$ cat src/rtl/down_counter_ld.sv
// Loadable, cascadable synchronous down-counter with terminal count, cascade enable and sticky underflow.
// Optional feature macro: DOWN_COUNTER_LD_AUTORELOAD_EN (underflow reloads di instead of wrapping).
module down_counter_ld #(
    parameter int unsigned WIDTH = 4
) (
    input  logic             clk,
    input  logic             r,
    input  logic             ce,
    input  logic             l,
    input  logic [WIDTH-1:0] di,
    output logic [WIDTH-1:0] q,
    output logic             tc,
    output logic             ceo,
    output logic             uf
);

    localparam logic [WIDTH-1:0] ZERO     = '0;
    localparam logic [WIDTH-1:0] ALL_ONES = '1;

    logic [WIDTH-1:0] q_q;
    logic [WIDTH-1:0] q_d;
    logic             uf_q;
    logic             uf_d;
    logic             at_zero;

    assign at_zero = (q_q == ZERO);

    // Next-state: load beats count; reset is applied in the register.
    always_comb begin
        q_d  = q_q;
        uf_d = uf_q;
        if (l) begin
            q_d  = di;
            uf_d = 1'b0;
        end else if (ce) begin
            if (!at_zero) begin
                q_d = q_q - WIDTH'(1);
            end else begin
`ifdef DOWN_COUNTER_LD_AUTORELOAD_EN
                q_d  = di;
`else
                q_d  = ALL_ONES;
`endif
                uf_d = 1'b1;
            end
        end
    end

    always_ff @(posedge clk) begin
        if (r) begin
            q_q  <= ZERO;
            uf_q <= 1'b0;
        end else begin
            q_q  <= q_d;
            uf_q <= uf_d;
        end
    end

    // tc/ceo stay combinational so a chain resolves within one cycle.
    assign q   = q_q;
    assign uf  = uf_q;
    assign tc  = at_zero;
    assign ceo = ce & at_zero;

endmodule

$ cat config.mk
export PLATFORM = sky130hd
export DESIGN_NAME = down_counter_ld
export DESIGN_NICKNAME = d
export VERILOG_FILES = /design/src/rtl/down_counter_ld.sv
export SDC_FILE = /design/constraint.sdc
export NUM_CORES = 1
export LEC_CHECK = 0
export ABC_AREA = 1
export BUFFER_PORTS_ARGS = -buffer_cell sky130_fd_sc_hd__buf_4
export CAP_MARGIN = 20
export CORE_AREA = 5 5 42 44
export DETAILED_ROUTE_END_ITERATION = 8
export DIE_AREA = 0 0 47 49
export PLACE_DENSITY = 0.42
export SLEW_MARGIN = 30
export SYNTH_ARGS = -nofsm -noshare
export SYNTH_HDL_FRONTEND = slang
export SYNTH_SLANG_ARGS = --single-unit
$ cat constraint.sdc
create_clock -name clk -period 1.43 [get_ports clk]
set_input_delay 0.2145 -clock clk [delete_from_list [all_inputs] [get_ports clk]]
set_output_delay 0.2145 -clock clk [all_outputs]
set_load 0.02 [all_outputs]
==> results of run 1 <==
flip-flops by register name (all words and copies together) (netlist names):
signal,flops
uf,1
q,4
path summary, 6_finish.rpt:
kind / from / end / slack, ns / cells past startpoint
hold / removal: r / q[3] / 0.15 / 2
setup reg to reg: q[0] / q[2] / 0.32 / 8
setup / recovery: q[0] / ceo / 0.06 / 7
hold reg to reg: uf / uf / 0.48 / 1
kinds of logic after synthesis:
logic type | count (synthesis) | share of synthesized area
AO/OA/AOI/OAI | 4 | 0.0844
XOR/XNOR | 1 | 0.0295
adder cells (fa/ha/maj) | 1 | 0.0422
buffers and inverters | 10 | 0.127
flip-flops | 5 | 0.338
AND/OR/NAND/NOR | 25 | 0.380
cell type report:
class,instances,area share
Sequential cell,5,0.207
Tap cell,16,0.0403
Multi-Input combinational cell,31,0.345
Inverter,10,0.0756
Clock buffer,4,0.0529
Timing Repair Buffer,18,0.280
Yosys cell counts:
cell                      instances
sky130_fd_sc_hd__a21oi_1          2
sky130_fd_sc_hd__nand3_1          5
sky130_fd_sc_hd__nand2_2          1
sky130_fd_sc_hd__nor2_2           3
sky130_fd_sc_hd__nand2_1         14
sky130_fd_sc_hd__inv_1            8
sky130_fd_sc_hd__nand4_1          1
sky130_fd_sc_hd__nor2_1           1
sky130_fd_sc_hd__o21a_1           1
sky130_fd_sc_hd__inv_2            2
sky130_fd_sc_hd__xor2_1           1
sky130_fd_sc_hd__dfxtp_1          5
sky130_fd_sc_hd__ha_1             1
sky130_fd_sc_hd__a22oi_1          1
stage by stage:
stage	area (µm²)	power, mW	hold slack [ns]	util	instances
after floorplan	297	0.239	0.284	-	46
after global placement	422	0.298	0.396	0.301	76
after detailed placement	422	0.297	0.398	0.301	76
after CTS	473	0.482	0.143	0.338	81
after global routing	497	0.515	0.155	0.354	84
final	497	0.480	0.145	0.354	84
repair_timing:
action | in CTS | in global routing
pin swaps | 2 | 1
setup endpoints to repair | 2 | 1
gates resized for setup | 6 | 1
hold buffers | 0 | 0
setup buffers | 1 | 3
cloned | 0 | 0
endpoints found under the hold margin | 0 | 0
per-layer routing:
| layer | vias to the layer above | part of all wire |
|---|---|---|
| met5 | - | 0 |
| met4 | 0 | 0.028 |
| met3 | 4 | 0.033 |
| met2 | 8 | 0.51 |
| met1 | 161 | 0.43 |
| li1 | 188 | - |
worst reg2reg max path, stage by stage (launching register included):
cell,delay (ns)
sky130_fd_sc_hd__dfxtp_2,0.33
sky130_fd_sc_hd__inv_2,0.06
sky130_fd_sc_hd__ha_4,0.15
sky130_fd_sc_hd__buf_4,0.13
sky130_fd_sc_hd__xor2_1,0.13
sky130_fd_sc_hd__nand2_1,0.06
sky130_fd_sc_hd__nand3_1,0.06
sky130_fd_sc_hd__nand2_1,0.06
sky130_fd_sc_hd__inv_1,0.03
power breakdown:
part           leakage (nW)  internal (mW)  switching [mW]
clock network        0.0150          0.106          0.0598
logic                 0.214         0.0753          0.0783
registers            0.0419          0.151         0.00993
==> impl_metrics.csv, run 1 <==
group,metric,value,unit
status,outcome,"complete, no violations",
setup_path,critical_path.slowest_cell,"sky130_fd_sc_hd__dfxtp_2",
setup_path,worstSetupStartpointType,"register",
clocking,clock_insertion_delay_worst_skew,0.24,ns
layout,ff_latch_area,103,µm²
hold_path,min_path_type,"in2reg",
setup_path,worst_path_most_repeated_cell,"sky130_fd_sc_hd__inv_2",
power_and_ir_drop,vdd_drop_max,0.000257,V
setup_path,critical_path_required,1.22,ns
global_route,global_route.usage.met1,0.0915,
global_route,gr-total-overflow,0,
yosys,synth.lib_cells_used.distinct,14,
timing,worst_slew_margin_rel,0.872,
timing,hold_viol,0,
global_route,grt_pass1_vias,337,
timing,finalSetupTns,0,ns
timing,min_period_over_period,0.960,
global_route,wire_length_of_the_first_global_routing_pass,1330,µm
drt,drt_drc_violations_left,0,
yosys,netlist_area,297,µm²
yosys,synthesis.area_per_instance,6.45,µm²
setup_path,path_max_fanout,3,
die,initial_core_util,0.212,
yosys,synth_seq_area_share,0.338,
setup_path,critical_path.cell_chain,"inv_2 > ha_4 > nand2_2 > nor2_2 > nand2_1 > inv_2 > buf_6",
yosys,syn-num-nets,55,
clocking,numCtsBuffers,3,
layout,drive_gt1_frac,0.471,
setup_path,crit_arrival,1.16,ns
yosys,yosys_register_bits,5,
global_route,grt_use_total,0.0815,
yosys,postSynthCellCount,46,
layout,antennaDiodeCount,0,
power_and_ir_drop,p_per_area,967,nW/µm²
placement,dp.final_hpwl,628,µm
global_route,grtUsageMet2,0.127,
layout,num-nets-final,78,
setup_path,setup.worst_path.class,"reg2out",
power_and_ir_drop,power.static_leakage,0.271,nW
clocking,worst_setup_hold_path_clk_slew,0.04,ns
yosys,yosys_warning_total,0,
die,placeableCoreArea,1400,µm²
layout,area_delta_synth_final,67.5,%
timing,rsz_0062_raised_after_global_routing,"true",
layout,fillerInstances,166,
die,die_outline_height,49,µm
layout,layout.cells.most_common,"sky130_fd_sc_hd__buf_4",
flow_run,max-cap-violations,0,
clocking,cts_sinks,5,
placement,dp_slack,0.157,ns
drt,detail_route.first_pass.iterations,2,
global_route,busiest_layer,"met2",
setup_path,cp-end-kind,"output pin",
layout,multiInputGateArea,171,µm²
timing,report.final.setup_viol,0,
timing,highest_clock_rate,0.728,GHz
timing,report.final.slew_viol_count,0,
drt,detailroute.via_count,361,
setup_path,worst-path-buf-inv,3,
global_route,grtUsageMet3,0.0221,
die,placementRows,14,
yosys,synthDominantAreaCellType,"sky130_fd_sc_hd__dfxtp_1",
timing,worst_clock_skew,0.00233,ns
drt,drt_iter0_drc,1,
placement,buffer_ports.inserted,14,
layout,final_cell_mix,"sky130_fd_sc_hd__buf_4 (17), sky130_fd_sc_hd__nand2_1 (14), sky130_fd_sc_hd__inv_1 (6)",
timing,setup_slack,0.0565,ns
setup_path,crit_path_max_incr_delay,0.32,ns
clocking,clockBufferDepth,2,
die,fp.dieW,47,µm
drt,drt-vias-per-instance,4.30,
die,io_pins,15,
yosys,post_synth_main_area_contributors,"sky130_fd_sc_hd__dfxtp_1 (34%), sky130_fd_sc_hd__nand2_1 (18%), sky130_fd_sc_hd__inv_1 (10%), sky130_fd_sc_hd__nand3_1 (8.4%), sky130_fd_sc_hd__nor2_2 (6.3%)",
placement,gp_congestion,0.683,
yosys,synth.top_cell.area_share,0.338,
clocking,cts_tree,"built",
global_route,antenna_violations_before_repair,0,
timing,pin_slew_with_the_least_headroom_to_its_limit,0.192,ns
drt,postRouteAntennaNets,0,
clocking,root_buffer,"sky130_fd_sc_hd__clkbuf_4",
drt,route.detailed.wl_per_inst,9.40,µm
drt,total_routed_length,790,µm
global_route,pin_count_of_the_biggest_net_entering_global_routing,8,
setup_path,cp_top_family,"flip-flops",
timing,finalCriticalPeriod,1.37,ns
clocking,htreeDepth,1,
die,total_die_area,2300,µm²
Note: power is estimated with default switching activity, not from simulation.
==> inputs of run 2 (changes only) <==
ABC_AREA = 0   (was 1)
GPL_TIMING_DRIVEN = 0   (was not set)
==> run 2 against run 1 <==
Area after synthesis down 0.84%. Clock skew up 0.0061 ns. First-iteration DRC count up 100%. Die area unchanged. Maximum frequency up 2.9%. Total power down 0.25%. Core utilization down 0.80 points. Critical path depth down 3. Clock power about the same. Routed wire length down 6.8%. Design area down 2.3%. Largest power group is now sequential cells.
==> impl_metrics.csv, run 2 <==
group,metric,value,unit
hold_path,hold_critical_path_endpoint,"q[1]",
die,placementRows,14,
yosys,post_synth_xor_area_fraction,0.0596,
die,fp.dieW,47,µm
setup_path,cp-end-kind,"output pin",
layout,final_cell_mix,"sky130_fd_sc_hd__buf_4 (14), sky130_fd_sc_hd__a21oi_1 (3), sky130_fd_sc_hd__clkbuf_4 (3), sky130_fd_sc_hd__dfxtp_1 (3)",
global_route,antenna_violations_before_repair,0,
timing,pin_slew_with_the_least_headroom_to_its_limit,0.277,ns
clocking,cts_sinks,5,
hold_path,min_path_type,"in2reg",
global_route,gr-total-overflow,0,
placement,dpl-instance-area,412,µm²
drt,drt_drc_violations_left,0,
placement,gp_congestion,0.709,
setup_path,worstSetupStartpointType,"register",
die,io_pins,15,
drt,met2WireLength,358,µm
die,initial_core_util,0.210,
yosys,yosys_warning_total,0,
setup_path,path_max_fanout,3,
layout,fillerInstances,162,
drt,routed-wl-met3,73,µm
status,outcome,"complete, no violations",
setup_path,crit_arrival,1.12,ns
yosys,synthMostInstantiatedCell,"sky130_fd_sc_hd__dfxtp_1",
clocking,htreeDepth,1,
timing,finalSetupTns,0,ns
global_route,grt_pass1_vias,303,
timing,highest_clock_rate,0.749,GHz
setup_path,crit-reg2reg-launch,"q[1]",
setup_path,critical_path.reg2reg.endpoint,"q[3]",
die,die_outline_height,49,µm
drt,drt_iter0_drc,2,
yosys,synthesis.area_per_instance,8.91,µm²
placement,dp.final_hpwl,597,µm
hold_path,hold_path_depth,2,
yosys,synth.lib_cells_used.distinct,19,
clocking,root_buffer,"sky130_fd_sc_hd__clkbuf_4",
yosys,post_synth_edffs,0,
global_route,wire_length_of_the_first_global_routing_pass,1200,µm
yosys,synth_seq_area_share,0.340,
yosys,synth.top_cell.area_share,0.340,
timing,hold_viol,0,
yosys,ys.flop_type,"sky130_fd_sc_hd__dfxtp_1",
setup_path,setup.worst_path.class,"reg2out",
timing,min_period_over_period,0.934,
hold_path,hold_start,"r",
setup_path,rrSetupSlack,0.37,ns
drt,drt-vias-per-instance,4.43,
yosys,netlist_area,294,µm²
die,total_die_area,2300,µm²
timing,finalCriticalPeriod,1.34,ns
drt,detailroute.via_count,301,
clocking,clock_insertion_delay_worst_skew,0.24,ns
drt,detail_route.first_pass.iterations,2,
layout,largest_register_ffs,4,
placement,buffer_ports.inserted,13,
layout,drive_gt1_frac,0.538,
yosys,synth_async_sr_flop_share,0,
setup_path,critical_path_required,1.22,ns
timing,worst_slew_margin_rel,0.815,
yosys,synthSimpleGateAreaFrac,0.217,
setup_path,timing.reg2reg.worst_path_depth,5,
power_and_ir_drop,total_power,0.479,mW
drt,maxUsedRoutingLayer,"met3",
drt,total_routed_length,736,µm
power_and_ir_drop,power.static_leakage,0.214,nW
layout,area_delta_synth_final,65.1,%
layout,num-nets-final,62,
clocking,cts_tree,"built",
flow_run,max-cap-violations,0,
yosys,yosys_register_bits,5,
timing,rsz_0062_raised_after_global_routing,"false",
yosys,synth_top_family_by_area,"compound AO/OA/AOI/OAI gates",
yosys,synthMuxAreaShare,0.0340,
die,placeableCoreArea,1400,µm²
timing,worst_clock_skew,0.00840,ns
setup_path,crit_start,"q[1]",
global_route,pin_count_of_the_biggest_net_entering_global_routing,9,
power_and_ir_drop,p_per_area,987,nW/µm²
layout,non_filler_cell_area_final,485,µm²
layout,antennaDiodeCount,0,
yosys,synthDominantAreaCellType,"sky130_fd_sc_hd__dfxtp_1",
drt,route.detailed.wl_per_inst,10.8,µm
yosys,adder_and_majority_cell_fraction_of_the_synthesized_area,0.0426,
drt,postRouteAntennaNets,0,
drt,detail_route.wirelength.met1,305,µm
timing,report.final.slew_viol_count,0,
power_and_ir_drop,vdd_drop_max,0.000430,V
layout,layout.cells.most_common,"sky130_fd_sc_hd__buf_4",
yosys,post_synth_main_area_contributors,"sky130_fd_sc_hd__dfxtp_1 (34%), sky130_fd_sc_hd__a21oi_1 (5.1%), sky130_fd_sc_hd__inv_1 (5.1%), sky130_fd_sc_hd__nor3b_1 (5.1%), sky130_fd_sc_hd__o21a_1 (5.1%)",
yosys,synth_compound_gate_area_share,0.217,
global_route,grt_use_total,0.0704,
timing,report.final.setup_viol,0,
yosys,syn-num-nets,42,
clocking,clockBufferDepth,2,
clocking,worst_setup_hold_path_clk_slew,0.04,ns
yosys,most_frequent_cells_after_synthesis,"sky130_fd_sc_hd__dfxtp_1 (5), sky130_fd_sc_hd__inv_1 (4), sky130_fd_sc_hd__a21oi_1 (3), sky130_fd_sc_hd__nand2_1 (3)",
yosys,postSynthCellCount,33,
clocking,numCtsBuffers,3,
run 2: changes by cell type after synthesis, moves of 2 or more:
cell,previous run,this run
sky130_fd_sc_hd__inv_1,8,4
sky130_fd_sc_hd__nand2_1,14,3
sky130_fd_sc_hd__nand3_1,5,0
sky130_fd_sc_hd__nor3b_1,0,2
sky130_fd_sc_hd__nor2_2,3,0
sky130_fd_sc_hd__inv_2,2,0
run 2: how the worst max path moves through the flow:
stage                      to  slack, ns  depth (start not counted)
final                      tc       0.09                          4
after detailed placement  ceo       0.17                          5
after global placement    ceo       0.19                          5
after floorplan            tc       0.05                          3
after global routing      ceo       0.04                          5
after CTS                 ceo      0.007                          5
run 2: metal layers:
metal,track usage,vias up
li1,-,153
met1,0.0789,138
met2,0.104,10
met3,0.0332,0
met4,0.0415,0
met5,0,-
run 2: per-stage QoR:
stage / hold slack (ns) / std cells / util / setup WS [ns]
5_1_grt: 0.184 / 68 / 0.346 / 0.0386
4_1_cts: 0.180 / 68 / 0.339 / 0.00659
6_report: 0.190 / 68 / 0.346 / 0.0949
3_5_place_dp: 0.438 / 62 / 0.294 / 0.172
2_1_floorplan: 0.277 / 33 / - / 0.0468
3_3_place_gp: 0.433 / 62 / 0.294 / 0.190
run 2: logic make-up after synthesis:
group,count (synthesis)
AOI/OAI and AO/OA,9
xor gates and xnor gates,2
adders and majority gates,1
buffers and inverters,5
DFF,5
muxes,1
and+or+nand+nor,10
run 2: final cells by class:
| cell class | instances | area [µm²] | share of cell area |
|---|---|---|---|
| plain buffers | 1 | 11.3 | 0.0232 |
| clock buffers | 4 | 26.3 | 0.0541 |
| inverters | 4 | 15.0 | 0.0309 |
| multi-input cells | 23 | 189 | 0.389 |
| flip-flops and latches | 5 | 108 | 0.222 |
| well taps | 16 | 20.0 | 0.0412 |
| repair buffers | 15 | 116 | 0.240 |
run 2: report_power, final:
group          total [mW]  internal, mW  switching (mW)
clock               0.163         0.106          0.0576
sequential          0.165         0.151          0.0141
combinational       0.151        0.0779          0.0731
total               0.479         0.334           0.145
run 2: what timing repair did:
action	4_1_cts	5_1_grt
hold buffers	0	0
resized for setup	9	2
pin swaps	2	1
endpoints found under the setup margin	2	1
buffers inserted	2	0
run 2: critical path, stage by stage, from the launching register on:
cell and delay (ns):
sky130_fd_sc_hd__dfxtp_4 0.33, sky130_fd_sc_hd__inv_2 0.06, sky130_fd_sc_hd__ha_4 0.14, sky130_fd_sc_hd__nor3b_1 0.18, sky130_fd_sc_hd__buf_4 0.17
==> inputs of run 3 (changes only) <==
SETUP_SLACK_MARGIN = 0.1   (was not set)
==> run 3 against run 2 <==
Critical path depth up 1. Sequential cell count unchanged. Count of clock-buffer cells in the layout unchanged. Core utilization up 1.3 points. Worst setup slack worse by 0.0032 ns. Maximum frequency down 0.24%. Worst hold slack worse by 0.013 ns. Design area up 3.6%. First-iteration DRC count unchanged. Via count up 5.0%. Combinational power up 6%. Total power up 2.8%. Critical endpoint is now ceo. Highest routed layer is now met4.
==> impl_metrics.csv, run 3 (synthesized netlist as in run 2, its figures left out) <==
group,metric,value,unit
power_and_ir_drop,p_per_area,979,nW/µm²
drt,postRouteAntennaNets,0,
power_and_ir_drop,vdd_drop_max,0.000473,V
global_route,antenna_violations_before_repair,0,
die,placementRows,14,
drt,drt-vias-per-instance,4.58,
die,fp.dieW,47,µm
clocking,numCtsBuffers,3,
drt,route.detailed.wl_per_inst,11.0,µm
timing,worst_clock_skew,0.00416,ns
setup_path,setup.worst_path.class,"reg2out",
timing,highest_clock_rate,0.747,GHz
timing,report.final.setup_viol,0,
clocking,worst_setup_hold_path_clk_slew,0.04,ns
die,total_die_area,2300,µm²
layout,area_delta_synth_final,71.1,%
die,placeableCoreArea,1400,µm²
setup_path,cp-end-kind,"output pin",
setup_path,worstSetupStartpointType,"register",
status,outcome,"complete, no violations",
placement,dp.final_hpwl,554,µm
setup_path,path_max_fanout,3,
timing,finalCriticalPeriod,1.34,ns
setup_path,worst-path-buf-inv,2,
setup_path,critical_path_required,1.22,ns
global_route,wire_length_of_the_first_global_routing_pass,1220,µm
drt,total_routed_length,761,µm
clocking,clockBufferDepth,2,
clocking,post_cts_hold_buffer_count,0,
global_route,grt_use_total,0.0761,
timing,hold_viol,0,
layout,largest_register_ffs,4,
die,io_pins,15,
timing,pin_slew_with_the_least_headroom_to_its_limit,0.305,ns
power_and_ir_drop,power.static_leakage,0.226,nW
clocking,cts_sinks,5,
die,initial_core_util,0.210,
clocking,cts_tree,"built",
timing,finalSetupTns,0,ns
setup_path,crit_arrival,1.12,ns
hold_path,hold_critical_path_endpoint,"q[1]",
setup_path,cp_top_family,"flip-flops",
clocking,htreeDepth,1,
setup_path,crit_path_max_incr_delay,0.35,ns
layout,layout.cells.most_common,"sky130_fd_sc_hd__buf_4",
layout,num-nets-final,63,
drt,drt_iter0_drc,2,
drt,detail_route.first_pass.iterations,4,
drt,drt_drc_violations_left,0,
timing,report.final.slew_viol_count,0,
setup_path,critical_path.cell_chain,"inv_4 > ha_4 > nand2_4 > nor3_4 > buf_6",
hold_path,hold_start,"r",
timing,min_period_over_period,0.936,
setup_path,critical_path.slowest_cell,"sky130_fd_sc_hd__dfxtp_4",
clocking,root_buffer,"sky130_fd_sc_hd__clkbuf_4",
timing,worst_slew_margin_rel,0.796,
global_route,grt_pass1_vias,305,
layout,drive_gt1_frac,0.566,
timing,rsz_0062_raised_after_global_routing,"true",
hold_path,min_path_type,"in2reg",
setup_path,crit-reg2reg-launch,"q[0]",
setup_path,timing.reg2reg.worst_path_depth,5,
placement,gp_congestion,0.650,
die,die_outline_height,49,µm
layout,antennaDiodeCount,0,
global_route,pin_count_of_the_biggest_net_entering_global_routing,9,
layout,final_cell_mix,"sky130_fd_sc_hd__buf_4 (15), sky130_fd_sc_hd__a21oi_1 (3), sky130_fd_sc_hd__clkbuf_4 (3), sky130_fd_sc_hd__dfxtp_1 (3)",
layout,fillerInstances,151,
flow_run,max-cap-violations,0,
global_route,gr-total-overflow,0,
hold_path,hold_path_depth,2,
drt,detailroute.via_count,316,
placement,buffer_ports.inserted,13,
power_and_ir_drop,total_power,0.492,mW
setup_path,rrSetupSlack,0.31,ns
clocking,clock_insertion_delay_worst_skew,0.24,ns
setup_path,critical_path.reg2reg.endpoint,"q[3]",
[run 3: metal layers]
| layer | vias to the layer above | part of all wire | global-route usage |
|---|---|---|---|
| met5 | - | 0 | 0 |
| met4 | 0 | 0.016 | 0.0553 |
| met3 | 2 | 0.093 | 0.0480 |
| met2 | 15 | 0.51 | 0.109 |
| met1 | 144 | 0.38 | 0.0771 |
| li1 | 155 | - | - |
[run 3: power breakdown]
| part | leakage [nW] | internal (mW) | switching (mW) | total (mW) |
|---|---|---|---|---|
| sequential | 0.0423 | 0.152 | 0.0160 | 0.168 |
| combinational | 0.168 | 0.0843 | 0.0757 | 0.160 |
| clock | 0.0150 | 0.106 | 0.0590 | 0.165 |
[run 3: cell type report]
type	count	area, µm²	share of cell area
Timing Repair Buffer	16	124	0.246
Tap cell	16	20.0	0.0398
Clock buffer	4	26.3	0.0522
Buffer	1	11.3	0.0224
Sequential cell	5	105	0.209
Multi-Input combinational cell	23	199	0.396
Inverter	4	17.5	0.0348
[run 3: worst max path at each step]
| stage | startpoint | endpoint | slack, ns | cells past startpoint |
|---|---|---|---|---|
| finish | q[0] | ceo | 0.09 | 5 |
| global route | q[0] | ceo | 0.05 | 5 |
| CTS | q[0] | ceo | 0.02 | 5 |
| detailed placement | q[0] | ceo | 0.18 | 5 |
| global placement | q[0] | ceo | 0.20 | 5 |
| floorplan | q[0] | q[1] | 0.15 | 4 |
[run 3: timing repair]
action / in CTS / in global routing
pin swaps: 2 / 2
hold endpoints to repair: 0 / 0
setup endpoints to repair: 2 / 2
buffers inserted: 2 / 1
gates resized for setup: 11 / 1
[run 3: through the flow]
stage | cell area, µm² | setup slack (ns) | std cells | utilization | hold slack [ns]
3_3_place_gp | 417 | 0.196 | 62 | 0.297 | 0.432
6_report | 503 | 0.0917 | 69 | 0.359 | 0.177
2_1_floorplan | 299 | 0.152 | 33 | - | 0.277
5_1_grt | 503 | 0.0466 | 69 | 0.359 | 0.177
4_1_cts | 493 | 0.0231 | 68 | 0.352 | 0.167
3_5_place_dp | 417 | 0.183 | 62 | 0.297 | 0.438
[run 3: worst register-to-register path, stage by stage (launching register included)]
cell	delay (ns)
sky130_fd_sc_hd__dfxtp_4	0.35
sky130_fd_sc_hd__inv_4	0.05
sky130_fd_sc_hd__ha_4	0.14
sky130_fd_sc_hd__o21bai_1	0.10
sky130_fd_sc_hd__a21oi_1	0.08
sky130_fd_sc_hd__o32ai_1	0.29
